## src/rtl/reg_file_if.sv

```systemverilog
// Register-file port bundle: two read ports and one write port.
// Decode drives the addresses and write-back drives the write controls.
interface reg_file_if #(
    parameter int DATA_WIDTH = 32,
    parameter int ADDR_WIDTH = 5
);
    logic [ADDR_WIDTH-1:0] ReadAddr1;
    logic [ADDR_WIDTH-1:0] ReadAddr2;
    logic [DATA_WIDTH-1:0] ReadData1;
    logic [DATA_WIDTH-1:0] ReadData2;
    logic [ADDR_WIDTH-1:0] WriteAddr;
    logic [DATA_WIDTH-1:0] WriteData;
    logic                  RegWrite;

    modport master (
        output ReadAddr1, ReadAddr2, WriteAddr, WriteData, RegWrite,
        input  ReadData1, ReadData2
    );

    modport slave (
        input  ReadAddr1, ReadAddr2, WriteAddr, WriteData, RegWrite,
        output ReadData1, ReadData2
    );
endinterface

```

## src/rtl/reg_file.sv

```systemverilog
// 2^ADDR_WIDTH x DATA_WIDTH register file: two combinational read ports, one synchronous write port.
// Register 0 always reads as zero, and writes to it are dropped.
module reg_file #(
    parameter int DATA_WIDTH = 32,
    parameter int ADDR_WIDTH = 5
) (
    input  logic        i_clk,
    input  logic        i_rst_n,
    reg_file_if.slave   bus
);
    localparam int NREGS = 2 ** ADDR_WIDTH;

    logic [DATA_WIDTH-1:0] r_regs [NREGS];
    logic                  w_wr_en;
    logic [DATA_WIDTH-1:0] w_rd1;
    logic [DATA_WIDTH-1:0] w_rd2;

    assign w_wr_en = bus.RegWrite && (bus.WriteAddr != '0);

    // Reset wins over a write presented in the same cycle.
    always_ff @(posedge i_clk) begin
        if (!i_rst_n) begin
            for (int i = 0; i < NREGS; i++) begin
                r_regs[i] <= '0;
            end
        end else if (w_wr_en) begin
            r_regs[bus.WriteAddr] <= bus.WriteData;
        end
    end

    // No write bypass: reads show the pre-edge contents.
    assign w_rd1 = (bus.ReadAddr1 == '0) ? '0 : r_regs[bus.ReadAddr1];
    assign w_rd2 = (bus.ReadAddr2 == '0) ? '0 : r_regs[bus.ReadAddr2];

    assign bus.ReadData1 = w_rd1;
    assign bus.ReadData2 = w_rd2;
endmodule

```

## src/flat_wrapper.sv

```systemverilog
// flat-port wrapper written by rule: the top's interface ports become plain ports
module reg_file_flat 
#(
    parameter int DATA_WIDTH = 32,
    parameter int ADDR_WIDTH = 5
)
  (i_clk, i_rst_n, bus_ReadAddr1, bus_ReadAddr2, bus_WriteAddr, bus_WriteData, bus_RegWrite, bus_ReadData1, bus_ReadData2);
  reg_file_if #(.DATA_WIDTH(DATA_WIDTH), .ADDR_WIDTH(ADDR_WIDTH)) bus_i ();
  input  logic i_clk;
  input  logic i_rst_n;
  input wire logic [$bits(bus_i.ReadAddr1)-1:0] bus_ReadAddr1;
  input wire logic [$bits(bus_i.ReadAddr2)-1:0] bus_ReadAddr2;
  input wire logic [$bits(bus_i.WriteAddr)-1:0] bus_WriteAddr;
  input wire logic [$bits(bus_i.WriteData)-1:0] bus_WriteData;
  input wire logic [$bits(bus_i.RegWrite)-1:0] bus_RegWrite;
  output wire logic [$bits(bus_i.ReadData1)-1:0] bus_ReadData1;
  output wire logic [$bits(bus_i.ReadData2)-1:0] bus_ReadData2;
  assign bus_i.ReadAddr1 = bus_ReadAddr1;
  assign bus_i.ReadAddr2 = bus_ReadAddr2;
  assign bus_i.WriteAddr = bus_WriteAddr;
  assign bus_i.WriteData = bus_WriteData;
  assign bus_i.RegWrite = bus_RegWrite;
  assign bus_ReadData1 = bus_i.ReadData1;
  assign bus_ReadData2 = bus_i.ReadData2;
  reg_file #(.DATA_WIDTH(DATA_WIDTH), .ADDR_WIDTH(ADDR_WIDTH)) u_core (.i_clk(i_clk), .i_rst_n(i_rst_n), .bus(bus_i));
endmodule
```

## config.mk

```make
export PLATFORM = sky130hd
export DESIGN_NAME = reg_file_flat
export DESIGN_NICKNAME = d
export VERILOG_FILES = /design/src/rtl/reg_file_if.sv /design/src/rtl/reg_file.sv /design/src/flat_wrapper.sv
export SDC_FILE = /design/constraint.sdc
export NUM_CORES = 2
export LEC_CHECK = 0
export ABC_AREA = 0
export BUFFER_PORTS_ARGS = -buffer_cell sky130_fd_sc_hd__buf_2
export CAP_MARGIN = 20
export CORE_MARGIN = 2
export CORE_UTILIZATION = 30
export DETAILED_ROUTE_END_ITERATION = 10
export PLACE_DENSITY = 0.42
export SLEW_MARGIN = 20
export SYNTH_ARGS = -nofsm -noshare
export SYNTH_HDL_FRONTEND = slang
export SYNTH_SLANG_ARGS = --single-unit
```

## constraint.sdc

```tcl
create_clock -name i_clk -period 11.5 [get_ports i_clk]
set_clock_uncertainty 0.1 [all_clocks]
set_input_delay 1.725 -clock i_clk [delete_from_list [all_inputs] [get_ports i_clk]]
set_output_delay 1.725 -clock i_clk [all_outputs]
set_load 0.01 [all_outputs]
```

* Word level (Yosys, flattened, before mapping)
Memories as Yosys holds them, arrays and structs flattened. Index checks and enable logic that the tools add are counted.
Cells by class: reductions and logical operators 5, mux-type cells 9
Operator list (number):
- $mux 32 | 3
- $reduce_or 32->1 | 1
- $logic_not 5->1 | 2
- $mux 1 | 5
- $mux 5 | 1
- $reduce_bool 5->1 | 1
- $logic_and 1x1->1 | 1
Word-level totals: flip-flop bits (word level) 0, word-level logic and storage cells 15, output and inout port bits 64, input bits 50, memories kept 1, memory bits (writable) 1024
Memory list:
- u_core.r_regs | depth 32, width 32, rd ports 2, clocked after Yosys merged registers in 0, wr ports 32, RTL line reg_file.sv:13 | logic [DATA_WIDTH-1:0] r_regs [NREGS];

* Depth between registers and ports, before layout
depth in word-level cells 7, mapped depth 8, mapped depth without buffers 4

* Least setup slack after synthesis
OpenSTA, ideal clock, no wires.
path type input to register, start input port i_rst_n, end memory u_core.r_regs[24][0] (enable), data required time 10.934 ns, cell stages on the path 5, library setup time 0.466 ns, arrival time 4.767 ns, setup slack 6.167 ns, buffers on the path 2, cells stage by stage buf_2 nand2_1 or3_1 buf_2 o21ai_0
RTL lines:
- start: declaration | RTL line flat_wrapper.sv:10 | input logic i_rst_n;
- end: declaration | RTL line reg_file.sv:13

* Worst setup path after layout
start input port bus_ReadAddr1[3], end output port bus_ReadData1[21]
Between the ends: longest elaborated chain between the ends 2, elaborated cells on any way between the ends 3, classes of those cells 1 x mux; 1 x reduce/logical; 1 x memory
Ends and longest elaborated chain:
- start: declaration | RTL line flat_wrapper.sv:11 | input wire logic [$bits(bus_i.ReadAddr1)-1:0] bus_ReadAddr1;
- $mem_v2 32x32 / $logic_not 5->1 (equally long branches)
- $mux 32 * | RTL line reg_file.sv:32 | assign w_rd1 = (bus.ReadAddr1 == '0) ? '0 : r_regs[bus.ReadAddr1];
- end: declaration | RTL line flat_wrapper.sv:16 | output wire logic [$bits(bus_i.ReadData1)-1:0] bus_ReadData1;
Every way passes the cells marked *; elsewhere a longest branch is shown, timed or not.

==> summary.md <==
| Metric | Value |
|---|---|
| Status | finished clean |
| Leakage | 21.4 nW |
| Hold Path Class | in -> reg |
| Worst-path fanout max | 34 |
| Met2 usage | 0.406 |
| Final period util | 0.632 |
| Fin crit period | 7.27 ns |
| Cell total after placement | 6,030 |
| Die area | 0.187 sq mm |
| Clock slew at reported path FFs | 0.06 ns |
| Overall power | 9.21 mW |
| Global route hottest layer | met2 |
| Final setup margin | 4.23 ns |
| Hold_ws | 1.47 ns |
| Filler instances | 17,600 |
| DR pass1 iterations | 5 |
| CP arrival | 5.44 ns |
| Largest net degree at the start of global routing | 104 |
| Met3 usage | 0.0277 |
| Placement Rows | 157 |
| Netlist cell types | 38 |
| Final cell count without fillers | 6,261 |
| Cells after Synth | 3,798 |
| Num CTS Buffers | 120 |
| Port bufs | 113 |
| Final ANT Viol Nets | 0 |
| Mapped Avg Cell Area | 14.5 sq um |
| Root Buffer | clkbuf_16 |
| Die Span Y | 432 microns |
| DR iter-0 viols | 3,755 |
| DRT Wirelength | 231,000 microns |
| Fraction of layout cells with a size suffix above 1 | 0.219 |
| Drt via density | 5.63 |
| Max FFs per register | 1,024 |
| Top-level port count | 114 |
| YS warnings | 0 |
| CTS HTree Levels | 3 |
| Clock Tree Buf Depth | 3 |
| Setup CP Type | in -> out |
| Max Cap Viol | 0 |
| DRC violations left | 0 |
| Seq/Total Area, Yosys | 0.559 |
| Register name with the most flops | u_core.r_regs |
| Final #Nets | 3,817 |
| First-pass GRT wire length | 316,000 microns |
| # hold bufs at CTS | 0 |
| Final Instance Area | 0.0621 sq mm |
| Setup_tns | 0 ns |
| Initial core utilization | 0.301 |
| CP required | 9.68 ns |
| Total Routing Usage GR | 0.246 |
| Die width | 432 microns |
| Placed instance area | 0.0584 sq mm |
| Resized cells post-CTS | 0 |
| Number of setup buffers added after CTS | 0 |
| Crit start category | input port |
| Mapped Area | 0.0550 sq mm |
| Final Max Tran Viols | 0 |
| Max Fclk | 138 MHz |
| Final Hold Fails | 0 |
| # clock sinks | 1,024 |
| Via Count | 35,300 |
| Worst-margin pin slew | 1.16 ns |
| P per Cell Area | 148 mW/mm^2 |
| RSZ-0062 raised after global routing | false |
| Setup crit end kind | output pin |
| Worst slack at placement | 4.30 ns |
| Top flop regs | u_core.r_regs (1024) |
| Vias in the first global route | 35,700 |
| Met1 Usage GRT | 0.337 |
| Slew HR | 0.222 |
| Final RePlAce weighted congestion | 0.793 |
| Synth-to-layout area growth | 12.9% |
| Worst vdd ir | 0.119 mV |
| Core Region | 0.183 sq mm |
| Setup Viol. Count Final | 0 |
| CTS tree | built |
| Global route overflow | 0 |
| Fin util | 0.340 |
| Flops & latches, synth | 1,024 |
| Initial antenna violation count | 26 |
| DR WL/cell | 37.0 microns |
| DP HPWL | 134,000 microns |
-- final timing paths --
check             slack, ns              start                    end  cells after the start
setup / recovery       4.23   bus_ReadAddr1[3]      bus_ReadData1[21]                      8
hold / removal         1.47  bus_WriteData[28]  u_core.r_regs[11][28]                      2
-- metal layers --
layer | part of all wire | vias to the layer above
met3 | 0.050 | 349
met5 | 0.000056 | -
met4 | 0.035 | 2
met1 | 0.43 | 19000
li1 | - | 14600
met2 | 0.48 | 1393
-- worst max-delay path: stages --
cell and delay, ns:
buf_4 0.53, buf_4 0.64, or3b_4 0.34, buf_4 0.70
o221ai_1 0.20, a221oi_1 0.64, a211oi_1 0.32, buf_2 0.23
-- cells in the final DEF (no fill, tap or decap), drive strengths merged, types with 2 or more instances in the layout --
| master | n |
|---|---|
| nor2 | 38 |
| nand4b | 2 |
| o21ai | 78 |
| inv | 6 |
| o221ai | 64 |
| conb | 32 |
| nor2b | 37 |
| or3b | 3 |
| mux2 | 64 |
| a311oi | 32 |
| and2 | 994 |
| a221oi | 47 |
| diode | 11 |
| buf | 232 |
| nand3b | 4 |
| clkinv | 65 |
| or3 | 3 |
| o2111ai | 17 |
| edfxtp | 1024 |
| clkinvlp | 4 |
| mux2i | 320 |
| a211oi | 64 |
| nand2 | 101 |
| nand4 | 33 |
| a22oi | 64 |
| mux4 | 352 |
| clkbuf | 145 |
| bufinv | 3 |
| a21oi | 32 |
-- cells in the mapped netlist, drive strengths merged --
| master | n | area share |
|---|---|---|
| edfxtp | 1024 | 0.56 |
| and2 | 994 | 0.11 |
| mux4 | 352 | 0.15 |
| mux2i | 320 | 0.058 |
| clkbuf | 299 | 0.020 |
| buf | 117 | 0.014 |
| nand2 | 101 | 0.0069 |
| o21ai | 78 | 0.0071 |
| a211oi | 64 | 0.0087 |
| a22oi | 64 | 0.0087 |
| mux2 | 64 | 0.013 |
| o221ai | 64 | 0.010 |
| a221oi | 47 | 0.0083 |
| nor2 | 38 | 0.0027 |
| nor2b | 37 | 0.0042 |
| nand4 | 33 | 0.0038 |
| a21oi | 32 | 0.0029 |
| a311oi | 32 | 0.0051 |
| o2111ai | 17 | 0.0027 |
| nand3b | 4 | 0.00055 |
| inv | 3 | 0.00020 |
| or3 | 3 | 0.00034 |
| or3b | 3 | 0.00048 |
| nand4b | 2 | 0.00032 |
| and3 | 1 | 0.00011 |
| conb | 1 | 0.000068 |
| nand2b | 1 | 0.00011 |
| nand3 | 1 | 0.000091 |
| or2 | 1 | 0.00011 |
| or4 | 1 | 0.00014 |
-- power breakdown --
part	switching, mW	internal, mW
Sequential	0.111	4.32
Combinational	0.726	0.411
Clock	1.66	1.99
-- area by class of cell --
cell class	instances	area (sq um)	share of cell area
clock buffer	145	3120	0.0502
inverter	3	13.8	0.000222
multi-input combinational	2386	23100	0.372
antenna	11	27.5	0.000443
sequential	1024	30700	0.495
clock inverter	75	508	0.00818
tap	2385	2980	0.0481
timing repair buffer	232	1590	0.0257
-- logic make-up after synthesis --
logic type | Yosys count | share of synthesized area
simple gates | 1220 | 0.133
flops | 1024 | 0.559
mux | 736 | 0.219
buf+inv | 419 | 0.0351
compound gates | 398 | 0.0537
other cells | 1 | 0.0000682
Power figures use the tool's default switching activity.
